==> config.mk <==
export PLATFORM = sky130hd
export DESIGN_NAME = kpn_fifo_channel
export DESIGN_NICKNAME = d
export VERILOG_FILES = /design/src/rtl/kpn_fifo_channel.sv
export SDC_FILE = /design/constraint.sdc
export NUM_CORES = 1
export LEC_CHECK = 0
export BUFFER_PORTS_ARGS = -buffer_cell sky130_fd_sc_hd__buf_4
export CAP_MARGIN = 20
export CORE_ASPECT_RATIO = 1.25
export CORE_MARGIN = 4
export CORE_UTILIZATION = 32
export DETAILED_ROUTE_END_ITERATION = 10
export SYNTH_ARGS = -nofsm -noshare
export SYNTH_HDL_FRONTEND = slang
export SYNTH_SLANG_ARGS = --single-unit
==> constraint.sdc <==
create_clock -name clk -period 6.4 [get_ports clk]
set_input_delay 1.28 -clock clk [delete_from_list [all_inputs] [get_ports clk]]
set_output_delay 1.28 -clock clk [all_outputs]
set_load 0.01 [all_outputs]
==> src/rtl/kpn_fifo_channel.sv <==
// -----------------------------------------------------------------------------
// kpn_fifo_channel
//
// Bounded FIFO channel carrying tokens between two Kahn-process-network
// processes. A producer pushes with a valid/ready handshake, and a consumer
// pops the same way. Reads block while the channel is empty, and writes block
// while it is full. The channel can come out of reset already holding a number
// of identical seed tokens, so that it can close a feedback loop.
//
// Parameters
//   DATA_WIDTH   token width in bits
//   DEPTH        capacity in tokens (a power of two, >= 2)
//   ADDR_WIDTH   log2(DEPTH)
//   INIT_TOKENS  tokens present after reset (0..DEPTH)
//   INIT_VALUE   value of each seed token
//
// Ports
//   clk           in   rising-edge clock
//   reset         in   asynchronous assert, synchronous release, active high
//   entry_1       in   token offered by the producer
//   entry_valid   in   producer offers entry_1 this cycle
//   entry_ready   out  channel can accept a token (not full)
//   output_1      out  head token (show-ahead, storage[rd_ptr])
//   output_valid  out  output_1 holds a valid token (not empty)
//   output_ready  in   consumer takes output_1 this cycle
//   count         out  tokens currently stored, 0..DEPTH
// -----------------------------------------------------------------------------
module kpn_fifo_channel #(
  parameter int unsigned            DATA_WIDTH  = 16,
  parameter int unsigned            DEPTH       = 8,
  parameter int unsigned            ADDR_WIDTH  = 3,
  parameter int unsigned            INIT_TOKENS = 0,
  parameter logic [DATA_WIDTH-1:0]  INIT_VALUE  = '0
) (
  input  logic                  clk,
  input  logic                  reset,
  input  logic [DATA_WIDTH-1:0] entry_1,
  input  logic                  entry_valid,
  output logic                  entry_ready,
  output logic [DATA_WIDTH-1:0] output_1,
  output logic                  output_valid,
  input  logic                  output_ready,
  output logic [ADDR_WIDTH:0]   count
);

  localparam int unsigned CNT_W = ADDR_WIDTH + 1;

  // Reset values of the pointers and occupancy, derived from the seed tokens.
  // The write pointer starts just past the last seed token and wraps at DEPTH.
  localparam logic [ADDR_WIDTH-1:0] INIT_WR_PTR = ADDR_WIDTH'(INIT_TOKENS % DEPTH);
  localparam logic [CNT_W-1:0]      INIT_COUNT  = CNT_W'(INIT_TOKENS);
  localparam logic [CNT_W-1:0]      FULL_COUNT  = CNT_W'(DEPTH);

  // Storage, pointers, and occupancy.
  logic [DATA_WIDTH-1:0] mem_q [DEPTH];
  logic [ADDR_WIDTH-1:0] rd_ptr_q, rd_ptr_d;
  logic [ADDR_WIDTH-1:0] wr_ptr_q, wr_ptr_d;
  logic [CNT_W-1:0]      count_q,  count_d;

  logic push;
  logic pop;

  // Full and empty come from the occupancy count. When rd_ptr == wr_ptr, the
  // pointers alone cannot tell a full channel from an empty one.
  assign entry_ready  = (count_q != FULL_COUNT);
  assign output_valid = (count_q != '0);

  // A push is refused while the channel is full, even when a pop takes place in
  // the same cycle. The producer keeps entry_valid high and retries later.
  assign push = entry_valid  && entry_ready;
  assign pop  = output_valid && output_ready;

  // Show-ahead read: the head token is visible without a read strobe.
  assign output_1 = mem_q[rd_ptr_q];
  assign count    = count_q;

  // Next-state logic for the pointers and occupancy.
  // NOTE: every signal gets its default before any condition. Without that, a
  // path that skips the assignment would infer a latch.
  always_comb begin
    rd_ptr_d = rd_ptr_q;
    wr_ptr_d = wr_ptr_q;
    count_d  = count_q;

    if (push) wr_ptr_d = wr_ptr_q + ADDR_WIDTH'(1);
    if (pop)  rd_ptr_d = rd_ptr_q + ADDR_WIDTH'(1);

    // A push and a pop in the same cycle leave the occupancy unchanged.
    unique case ({push, pop})
      2'b10:   count_d = count_q + CNT_W'(1);
      2'b01:   count_d = count_q - CNT_W'(1);
      default: count_d = count_q;
    endcase
  end

  // NOTE: sequential state updates use non-blocking assignments. This lets all
  // registers sample the values from before the edge, whatever the block order.
  always_ff @(posedge clk or posedge reset) begin
    if (reset) begin
      rd_ptr_q <= '0;
      wr_ptr_q <= INIT_WR_PTR;
      count_q  <= INIT_COUNT;
    end else begin
      rd_ptr_q <= rd_ptr_d;
      wr_ptr_q <= wr_ptr_d;
      count_q  <= count_d;
    end
  end

  // NOTE: the storage array is reset on purpose. The seed tokens have to be in
  // place as soon as reset is applied, and output_1 must read a defined value
  // (0 when there are no seed tokens) instead of an uninitialised word.
  always_ff @(posedge clk or posedge reset) begin
    if (reset) begin
      for (int unsigned i = 0; i < DEPTH; i++) begin
        mem_q[i] <= (i < INIT_TOKENS) ? INIT_VALUE : '0;
      end
    end else if (push) begin
      mem_q[wr_ptr_q] <= entry_1;
    end
  end

endmodule

==> out/qor_table.md, run 1 <==
| Result | Value |
|:---|:---|
| Post-detailed-route via-to-cell ratio | 4.82 |
| Post-synthesis register bit count | 138 |
| Buffer levels on the longest clock path | 2 |
| Data required time at the worst endpoint | 5.12 ns |
| Leading cell types in the layout, fill and taps excluded | sky130_fd_sc_hd__dfrtp_1, sky130_fd_sc_hd__mux2_2, sky130_fd_sc_hd__buf_4 |
| Maximum ir drop on the vdd rail | 224 uV |
| Cts repair resizes | 0 |
| Number of detailed-route iterations in the first pass | 4 |
| Logic depth of the worst register-to-register path | 4 |
| Kind of start point of the critical path | register |
| Detailed-route via count | 3416 |
| Library cell occupying the most area in the post-synthesis netlist | sky130_fd_sc_hd__dfrtp_1 |
| Skew-Pair Late Insertion Delay | 0.41 ns |
| GRT overflow | 0 |
| Worst Path Class, Setup | reg2out |
| Top cells by area in the synthesized netlist | sky130_fd_sc_hd__dfrtp_1, sky130_fd_sc_hd__mux2_2, sky130_fd_sc_hd__mux4_2 |
| Total inserted antenna cells | 0 |
| Syn_area_per_cell | 16.9 um^2 |
| Top cell family by delay on the critical path | multiplexers |
| Final setup viols | 0 |
| Synth Net Count | 410 |
| Wire length of the first global-routing pass | 21.6 mm |
| Number of nets with antenna violations after detailed routing | 0 |
| Combinational share of power | 0.405 |
| Post-synth cell types | 34 |
| Part of the Yosys area used for sequential elements | 0.530 |
| Level count of the clock H-tree | 4 |
| Count of pins on the block boundary | 42 |
| Worst Tran Pin Value | 1.09 ns |
| Data arrival time of the critical path | 2.54 ns |
| DP Cell Count | 679 |
| Top fanout value on the critical path | 22 |
| Type of the most critical hold path | reg2reg |
| Capturing element of the worst setup path | output_1[1] |
| Reg2Reg Capture Point | mem_q[116] |
| Setup skew after layout | 0.00649 ns |
| Hold Buf Count CTS | 0 |
| Fillers | 1887 |
| Drc violations | 0 |
| Leakage power figure | 3.32 nW |
| Slowest stage cell, crit path | sky130_fd_sc_hd__dfrtp_1 |
| Nets | 454 |
| Shortest period the worst path allows | 3.82 ns |
| Number of antenna violations at the first check in global routing | 0 |
| Fraction of synthesized cell area taken by the top area cell type | 0.530 |
| DP HPWL | 8.21 mm |
| Final count of pins violating max slew | 0 |
| Worst stage delay on the critical path | 0.69 ns |
| Most common cell after layout, fill and taps aside | sky130_fd_sc_hd__dfrtp_1 |
| Count of input and output buffers | 41 |
| Final WL | 13.4 mm |
| Pwr dens | 559 mW/mm^2 |
| Cell Chain, Critical Path | buf_4 > mux4_2 > mux2_2 > buf_4 |
| Vias in the first global route | 3918 |
| Post-Syn Area | 0.00652 mm^2 |
| Synthesized instance count | 385 |
| Setup repair after global routing missed its margin | no |
| Tot GR Track Use | 0.125 |
| Slew Limit Headroom | 0.275 |
| Area of the core | 0.0201 mm^2 |
| Type of element capturing the critical path | output pin |
| Initial core utilization | 0.324 |
| Post-route setup TNS | 0 ns |
| Number of warnings issued by yosys | 0 |
| Clock network fraction of total power | 0.209 |
| Number of violations reported at the end of detailed-routing iteration 0 | 114 |
| Stages on worst setup path | 4 |
| Standard-cell row count | 58 |
| Vert. Die Dim | 168 um |
| CTS tree | done |
| Peak Freq | 262 MHz |
| Buffers plus inverters on the worst setup path | 2 |
| Outcome | finished, final reports clean |
| Power dissipated by switching net loads | 1.26 mW |
| Startpoint of the lowest-slack register-to-register path | count[1] |
| Fraction of power spent switching nets | 0.297 |
| Clock Pin Slew Worst Setup and Hold Paths | 0.05 ns |
| Sequential power share | 0.386 |
| Maximum number of pins on one net before global-route repair | 81 |
| Most frequent cell on the critical path | sky130_fd_sc_hd__buf_4 |
| Number of buffers created by CTS | 17 |
| Fraction of the cycle the final worst path needs | 0.597 |
| Critical path launch point | rd_ptr_q[1] |
| Final Core Density | 0.377 |
| Die Area | 0.0227 mm^2 |
| Cell Int Power | 2.98 mW |
| Die width | 136 um |
| Number of max-cap violations | 0 |
| Buffers inserted by post-CTS timing repair | 0 |
| Layout-stage area growth over the synthesis result | 16.4% |
| Final hold vios | 0 |
| Share of cells above drive strength 1 | 0.600 |
| Final weighted congestion of routability-driven global placement | 0.684 |
| Wire length per cell after detailed routing | 18.9 um |
| Total clock sinks | 138 |
| Clock root buffer | sky130_fd_sc_hd__clkbuf_16 |
| Register-to-register path setup slack | 3.77 ns |
| Final standard cell count with taps included and fillers excluded | 708 |
[power by group through the flow]
stage	combinational, mW	clock [mW]	sequential (mW)
finish	1.72	0.888	1.64
global route	1.86	0.952	1.69
CTS	1.76	0.912	1.64
detailed placement	1.75	0	1.65
global placement	1.72	0	1.62
floorplan	1.40	0	1.49
[sequential cells by signal, indices dropped and copies added (netlist names)]
| register | flops |
|---|---|
| rd_ptr_q | 3 |
| count | 4 |
| mem_q | 128 |
| wr_ptr_q | 3 |
[cell usage after synthesis]
cell and instances:
sky130_fd_sc_hd__dfrtp_1 138, sky130_fd_sc_hd__mux2_2 116, sky130_fd_sc_hd__mux4_2 32, sky130_fd_sc_hd__mux2_4 30
sky130_fd_sc_hd__buf_2 8, sky130_fd_sc_hd__nand2_1 8, sky130_fd_sc_hd__ha_1 5, sky130_fd_sc_hd__clkbuf_1 4
sky130_fd_sc_hd__xnor2_1 4, sky130_fd_sc_hd__xor2_1 4, sky130_fd_sc_hd__buf_12 3, sky130_fd_sc_hd__buf_4 3
sky130_fd_sc_hd__inv_1 3, sky130_fd_sc_hd__a21oi_1 2, sky130_fd_sc_hd__buf_1 2, sky130_fd_sc_hd__buf_6 2
sky130_fd_sc_hd__nand4b_4 2, sky130_fd_sc_hd__nor2_1 2, sky130_fd_sc_hd__nor3b_2 2, sky130_fd_sc_hd__and2_4 1
sky130_fd_sc_hd__and4bb_2 1, sky130_fd_sc_hd__buf_8 1, sky130_fd_sc_hd__mux2i_1 1, sky130_fd_sc_hd__nand2b_1 1
sky130_fd_sc_hd__nand3_1 1, sky130_fd_sc_hd__nand3_4 1, sky130_fd_sc_hd__nand3b_1 1, sky130_fd_sc_hd__nand3b_2 1
sky130_fd_sc_hd__nand4_4 1, sky130_fd_sc_hd__nor2_2 1, sky130_fd_sc_hd__nor4bb_1 1, sky130_fd_sc_hd__o21ai_0 1
sky130_fd_sc_hd__or4_1 1, sky130_fd_sc_hd__or4b_4 1
[final cells by class]
| class | instances | area [um^2] | share of cell area |
|---|---|---|---|
| flip-flops and latches | 138 | 3450 | 0.455 |
| multi-input cells | 221 | 2870 | 0.379 |
| clock buffers | 24 | 482 | 0.0635 |
| repair buffers | 48 | 380 | 0.0501 |
| well taps | 270 | 338 | 0.0445 |
| clock inverters | 4 | 45.0 | 0.00594 |
| inverters | 3 | 13.8 | 0.00181 |
[per-stage QoR]
stage               total power [mW]  cell area (um^2)  setup slack, ns  hold slack [ns]
floorplan                       2.88              6520             1.42            0.474
global placement                3.34              7030             3.01            0.483
detailed placement              3.40              7030             2.98            0.490
CTS                             4.31              7560             2.53            0.502
global route                    4.50              7590             2.47            0.509
finish                          4.24              7590             2.58            0.499
[logic make-up (layout without fill, tap and decap cells)]
group | Yosys count | count (layout) | synth area share
buffers and inverters | 26 | 79 | 0.0297
XOR/XNOR | 8 | 8 | 0.0107
AO/OA/AOI/OAI | 3 | 3 | 0.00230
AND/OR/NAND/NOR | 26 | 26 | 0.0365
multiplexers | 179 | 179 | 0.381
adder cells (fa/ha/maj) | 5 | 5 | 0.00960
flip-flops | 138 | 138 | 0.530
[worst min path at each step]
stage | slack (ns) | start | to | cells after the start
floorplan | 0.47 | mem_q[74] | mem_q[74] | 1
global placement | 0.48 | mem_q[102] | mem_q[102] | 1
detailed placement | 0.49 | mem_q[23] | mem_q[23] | 1
CTS | 0.50 | mem_q[23] | mem_q[23] | 1
global route | 0.51 | mem_q[85] | mem_q[85] | 1
finish | 0.50 | mem_q[52] | mem_q[52] | 1
[layer usage]
layer,wire length [um],vias up,GRT usage,part of all wire
met5,0,-,0,0
met4,189,0,0.0425,0.014
met3,517,17,0.0397,0.039
met2,6900,46,0.208,0.52
met1,5780,1841,0.153,0.43
li1,-,1512,-,-
Note: power is estimated with default switching activity, not from simulation.
==> run 2: changes to the inputs <==
Settings changed: ABC_AREA set to 1.
Clock period 6.4 ns to 3.2 ns, I/O delays scaled along.
==> run 2 against run 1 <==
First-iteration DRC count increased to 3.7 times the previous value. Count of clock-buffer cells in the layout shrank 5. Combinational power rose by 98%. Synthesized cell count rose by 100%. Die area grew 0.64%. Sequential share of layout area grew 0.65 points. Setup slack got worse by 2.1 ns. Routed wire length is 20% higher. Via count up 50%. Critical path type unchanged.
==> out/qor_table.md, run 2 <==
| Result | Value | Delta |
|:---|:---|:---|
| Multiplexer fraction of the synthesized cell area | 0 | was 0.382 |
| Final weighted congestion of routability-driven global placement | 0.727 | was 0.684 |
| Number of flip-flops in the largest register | 128 | unchanged |
| Number of violations reported at the end of detailed-routing iteration 0 | 418 | was 114 |
| Area of the core | 0.0202 mm^2 | was 0.0201 mm^2 |
| Top post-synthesis cells by count | sky130_fd_sc_hd__nand2_1, sky130_fd_sc_hd__dfrtp_1, sky130_fd_sc_hd__o21ai_0, sky130_fd_sc_hd__nor2_1, sky130_fd_sc_hd__o21ai_1 | was sky130_fd_sc_hd__dfrtp_1, sky130_fd_sc_hd__mux2_2, sky130_fd_sc_hd__mux4_2, sky130_fd_sc_hd__mux2_4 |
| Vert. Die Dim | 168 um | about the same |
| Data arrival time of the critical path | 2.09 ns | was 2.54 ns |
| Syn_area_per_cell | 8.45 um^2 | was 16.9 um^2 |
| Clock root buffer | sky130_fd_sc_hd__clkbuf_16 | unchanged |
| Fraction of the cycle the final worst path needs | 0.852 |  |
| Slowest stage cell, crit path | sky130_fd_sc_hd__buf_4 | was sky130_fd_sc_hd__dfrtp_1 |
| Worst Tran Pin Value | 0.727 ns | was 1.09 ns |
| Fin area | 0.00748 mm^2 | was 0.00759 mm^2 |
| Nets | 820 | was 454 |
| Register-to-register path setup slack | 1.14 ns | was 3.77 ns |
| Number of buffers created by CTS | 17 | unchanged |
| Total clock sinks | 138 | unchanged |
| Initial core utilization | 0.325 | was 0.324 |
| Setup skew after layout | 0.0109 ns | was 0.00649 ns |
| Die Area | 0.0229 mm^2 | was 0.0227 mm^2 |
| Share of cells above drive strength 1 | 0.141 | was 0.600 |
| Layout-stage area growth over the synthesis result | 14.0% | was 16.4% |
| Type of the most critical hold path | in2async | was reg2reg |
| Count of input and output buffers | 41 | unchanged |
| Cts repair resizes | 0 | unchanged |
| Worst stage delay on the critical path | 0.55 ns | was 0.69 ns |
| Synth Net Count | 802 | was 410 |
| Outcome | finished, final reports clean | unchanged |
| Number of antenna violations at the first check in global routing | 0 | unchanged |
| Top cell family by delay on the critical path | buffers and inverters | was multiplexers |
| Slew Limit Headroom | 0.515 | was 0.275 |
| Buffers inserted by post-CTS timing repair | 0 | unchanged |
| Fraction of power spent switching nets | 0.403 | was 0.297 |
| Synthesized instance count | 777 | was 385 |
| Total inserted antenna cells | 0 | unchanged |
| Final hold vios | 0 | unchanged |
| Post-detailed-route via-to-cell ratio | 4.76 | was 4.82 |
| Tot GR Track Use | 0.146 | was 0.125 |
| Setup repair after global routing missed its margin | no | unchanged |
| Leading cell types in the layout, fill and taps excluded | sky130_fd_sc_hd__nand2_1, sky130_fd_sc_hd__dfrtp_1, sky130_fd_sc_hd__o21ai_0 | was sky130_fd_sc_hd__dfrtp_1, sky130_fd_sc_hd__mux2_2, sky130_fd_sc_hd__buf_4 |
| Post-Synth Simple-Gate Area | 0.196 | was 0.0365 |
| Standard-cell row count | 58 | unchanged |
| Number of max-cap violations | 0 | unchanged |
| Vias in the first global route | 5103 | was 3918 |
| Complex-gate fraction of the synthesized area | 0.185 | was 0.00230 |
| Worst Path Class, Setup | reg2out | unchanged |
| Peak Freq | 367 MHz |  |
| Arithmetic-cell share of the synthesized area counting full adders, half adders and majority gates | 0.00953 | was 0.00960 |
| Top-count cell post-synth | sky130_fd_sc_hd__nand2_1 | was sky130_fd_sc_hd__dfrtp_1 |
| Placed Area | 0.00692 mm^2 | was 0.00703 mm^2 |
| Ys async rst share | 1.00 | unchanged |
| Most used flip-flop cell after synthesis | sky130_fd_sc_hd__dfrtp_1 | unchanged |
| Post-Syn Area | 0.00656 mm^2 | was 0.00652 mm^2 |
| Top cells by area in the synthesized netlist | sky130_fd_sc_hd__dfrtp_1, sky130_fd_sc_hd__nand2_1, sky130_fd_sc_hd__o21ai_0 | was sky130_fd_sc_hd__dfrtp_1, sky130_fd_sc_hd__mux2_2, sky130_fd_sc_hd__mux4_2 |
| GRT overflow | 0 | unchanged |
| Number of detailed-route iterations in the first pass | 5 | was 4 |
| Number of nets with antenna violations after detailed routing | 0 | unchanged |
| Cell Int Power | 4.94 mW | was 2.98 mW |
| Power consumption | 8.27 mW | was 4.24 mW |
| Combinational family with the most area after synthesis | simple AND/OR/NAND/NOR gates | was multiplexers |
| Wire length per cell after detailed routing | 14.8 um | was 18.9 um |
| Count of pins on the block boundary | 42 | unchanged |
| Post-synthesis share of cell area spent on xor and xnor gates | 0.00934 | was 0.0107 |
| Number of warnings issued by yosys | 0 | unchanged |
| Die width | 136 um | about the same |
| Top fanout value on the critical path | 65 | was 22 |
| Library cell occupying the most area in the post-synthesis netlist | sky130_fd_sc_hd__dfrtp_1 | unchanged |
| Combinational share of power | 0.412 | was 0.405 |
| Level count of the clock H-tree | 4 | unchanged |
| Fraction of synthesized cell area taken by the top area cell type | 0.526 | was 0.530 |
| Skew-Pair Late Insertion Delay | 0.41 ns | about the same |
| Post-synth cell types | 23 | was 34 |
| Final setup viols | 0 | unchanged |
| Sequential power share | 0.363 | was 0.386 |
| Type of element capturing the critical path | output pin | unchanged |
| Clock Pin Slew Worst Setup and Hold Paths | 0.06 ns | was 0.05 ns |
| Cell Chain, Critical Path | buf_4 > nor2_1 > nor2_1 > o21ai_0 > o21ai_0 > nand2_1 > nand2_1 > buf_4 | was buf_4 > mux4_2 > mux2_2 > buf_4 |
| Maximum number of pins on one net before global-route repair | 139 | was 81 |
| Leakage power figure | 3.56 nW | was 3.32 nW |
| Number of enable flip-flop cells after synthesis | 0 | unchanged |
| CTS tree | done | unchanged |
| Detailed-route via count | 5130 | was 3416 |
| Data required time at the worst endpoint | 2.56 ns | was 5.12 ns |
| Register with the most flip-flops | mem_q | unchanged |
| Post-route setup TNS | 0 ns | unchanged |
| Shortest period the worst path allows | 2.73 ns |  |
| Power dissipated by switching net loads | 3.33 mW | was 1.26 mW |
| Buffers plus inverters on the worst setup path | 2 | unchanged |
| Final count of pins violating max slew | 0 | unchanged |
| Part of the Yosys area used for sequential elements | 0.526 | was 0.530 |
| Final WL | 16.0 mm | was 13.4 mm |
| Maximum ir drop on the vdd rail | 477 uV | was 224 uV |
| DP HPWL | 9.51 mm | was 8.21 mm |
| Post-synthesis register bit count | 138 | unchanged |
| Clock network fraction of total power | 0.225 | was 0.209 |
| Kind of start point of the critical path | register | unchanged |
| Hold Buf Count CTS | 0 | unchanged |
| Pwr dens | 1100 mW/mm^2 | was 559 mW/mm^2 |
| Most common cell after layout, fill and taps aside | sky130_fd_sc_hd__nand2_1 | was sky130_fd_sc_hd__dfrtp_1 |
| Buffer levels on the longest clock path | 2 | unchanged |
| Wire length of the first global-routing pass | 26.8 mm | was 21.6 mm |
| Drc violations | 0 | unchanged |
-- run 2: worst paths after layout --
check / start / end / cells past startpoint
setup / recovery: rd_ptr_q[0] / output_1[4] / 8
hold / removal: reset / mem_q[94] / 3
setup reg to reg: count[1] / count[2] / 11
hold reg to reg: mem_q[26] / mem_q[26] / 2
max in group asynchronous: reset / rd_ptr_q[1] / 3
min in group clk: mem_q[26] / mem_q[26] / 2
-- run 2: cell type report --
cell class                 count  area, um^2
clock buffer                  19         443
clock inverter                13         121
timing repair buffer          48         385
sequential                   138        3460
fill                        2125       12700
inverter                      29         113
tap                          270         338
multi-input combinational    561        2630
-- run 2: per-stage QoR --
step	hold WS, ns	setup slack, ns	std cells	util
global route	0.498	0.289	1078	0.371
global placement	0.459	0.909	1046	0.343
floorplan	0.450	0.839	777	-
finish	0.434	0.472	1078	0.371
detailed placement	0.462	0.893	1046	0.343
CTS	0.477	0.448	1078	0.371
-- run 2: power groups by stage --
stage	clock network [mW]	logic (mW)	registers (mW)
after global routing	1.98	3.90	3.11
after floorplan	0	2.52	2.88
after global placement	0	3.37	3.02
after CTS	1.90	3.45	3.00
after detailed placement	0	3.44	3.01
final	1.86	3.40	3.00
-- run 2: per-layer routing --
| layer | GRT usage | share of wire |
|---|---|---|
| met1 | 0.188 | 0.46 |
| met4 | 0.0548 | 0.020 |
| met3 | 0.0242 | 0.029 |
| met5 | 0 | 0 |
| met2 | 0.247 | 0.50 |
-- run 2: tightest hold or removal path, stage by stage --
cell                         delay (ns)
sky130_fd_sc_hd__buf_4             0.12
sky130_fd_sc_hd__clkinvlp_4        0.07
sky130_fd_sc_hd__buf_12            0.52
-- run 2: kinds of logic after synthesis --
| kind of cell | after synthesis |
|---|---|
| AND/OR/NAND/NOR | 321 |
| AO/OA/AOI/OAI | 228 |
| flip-flops | 138 |
| buffers and inverters | 78 |
| XOR/XNOR | 7 |
| adder cells (fa/ha/maj) | 5 |
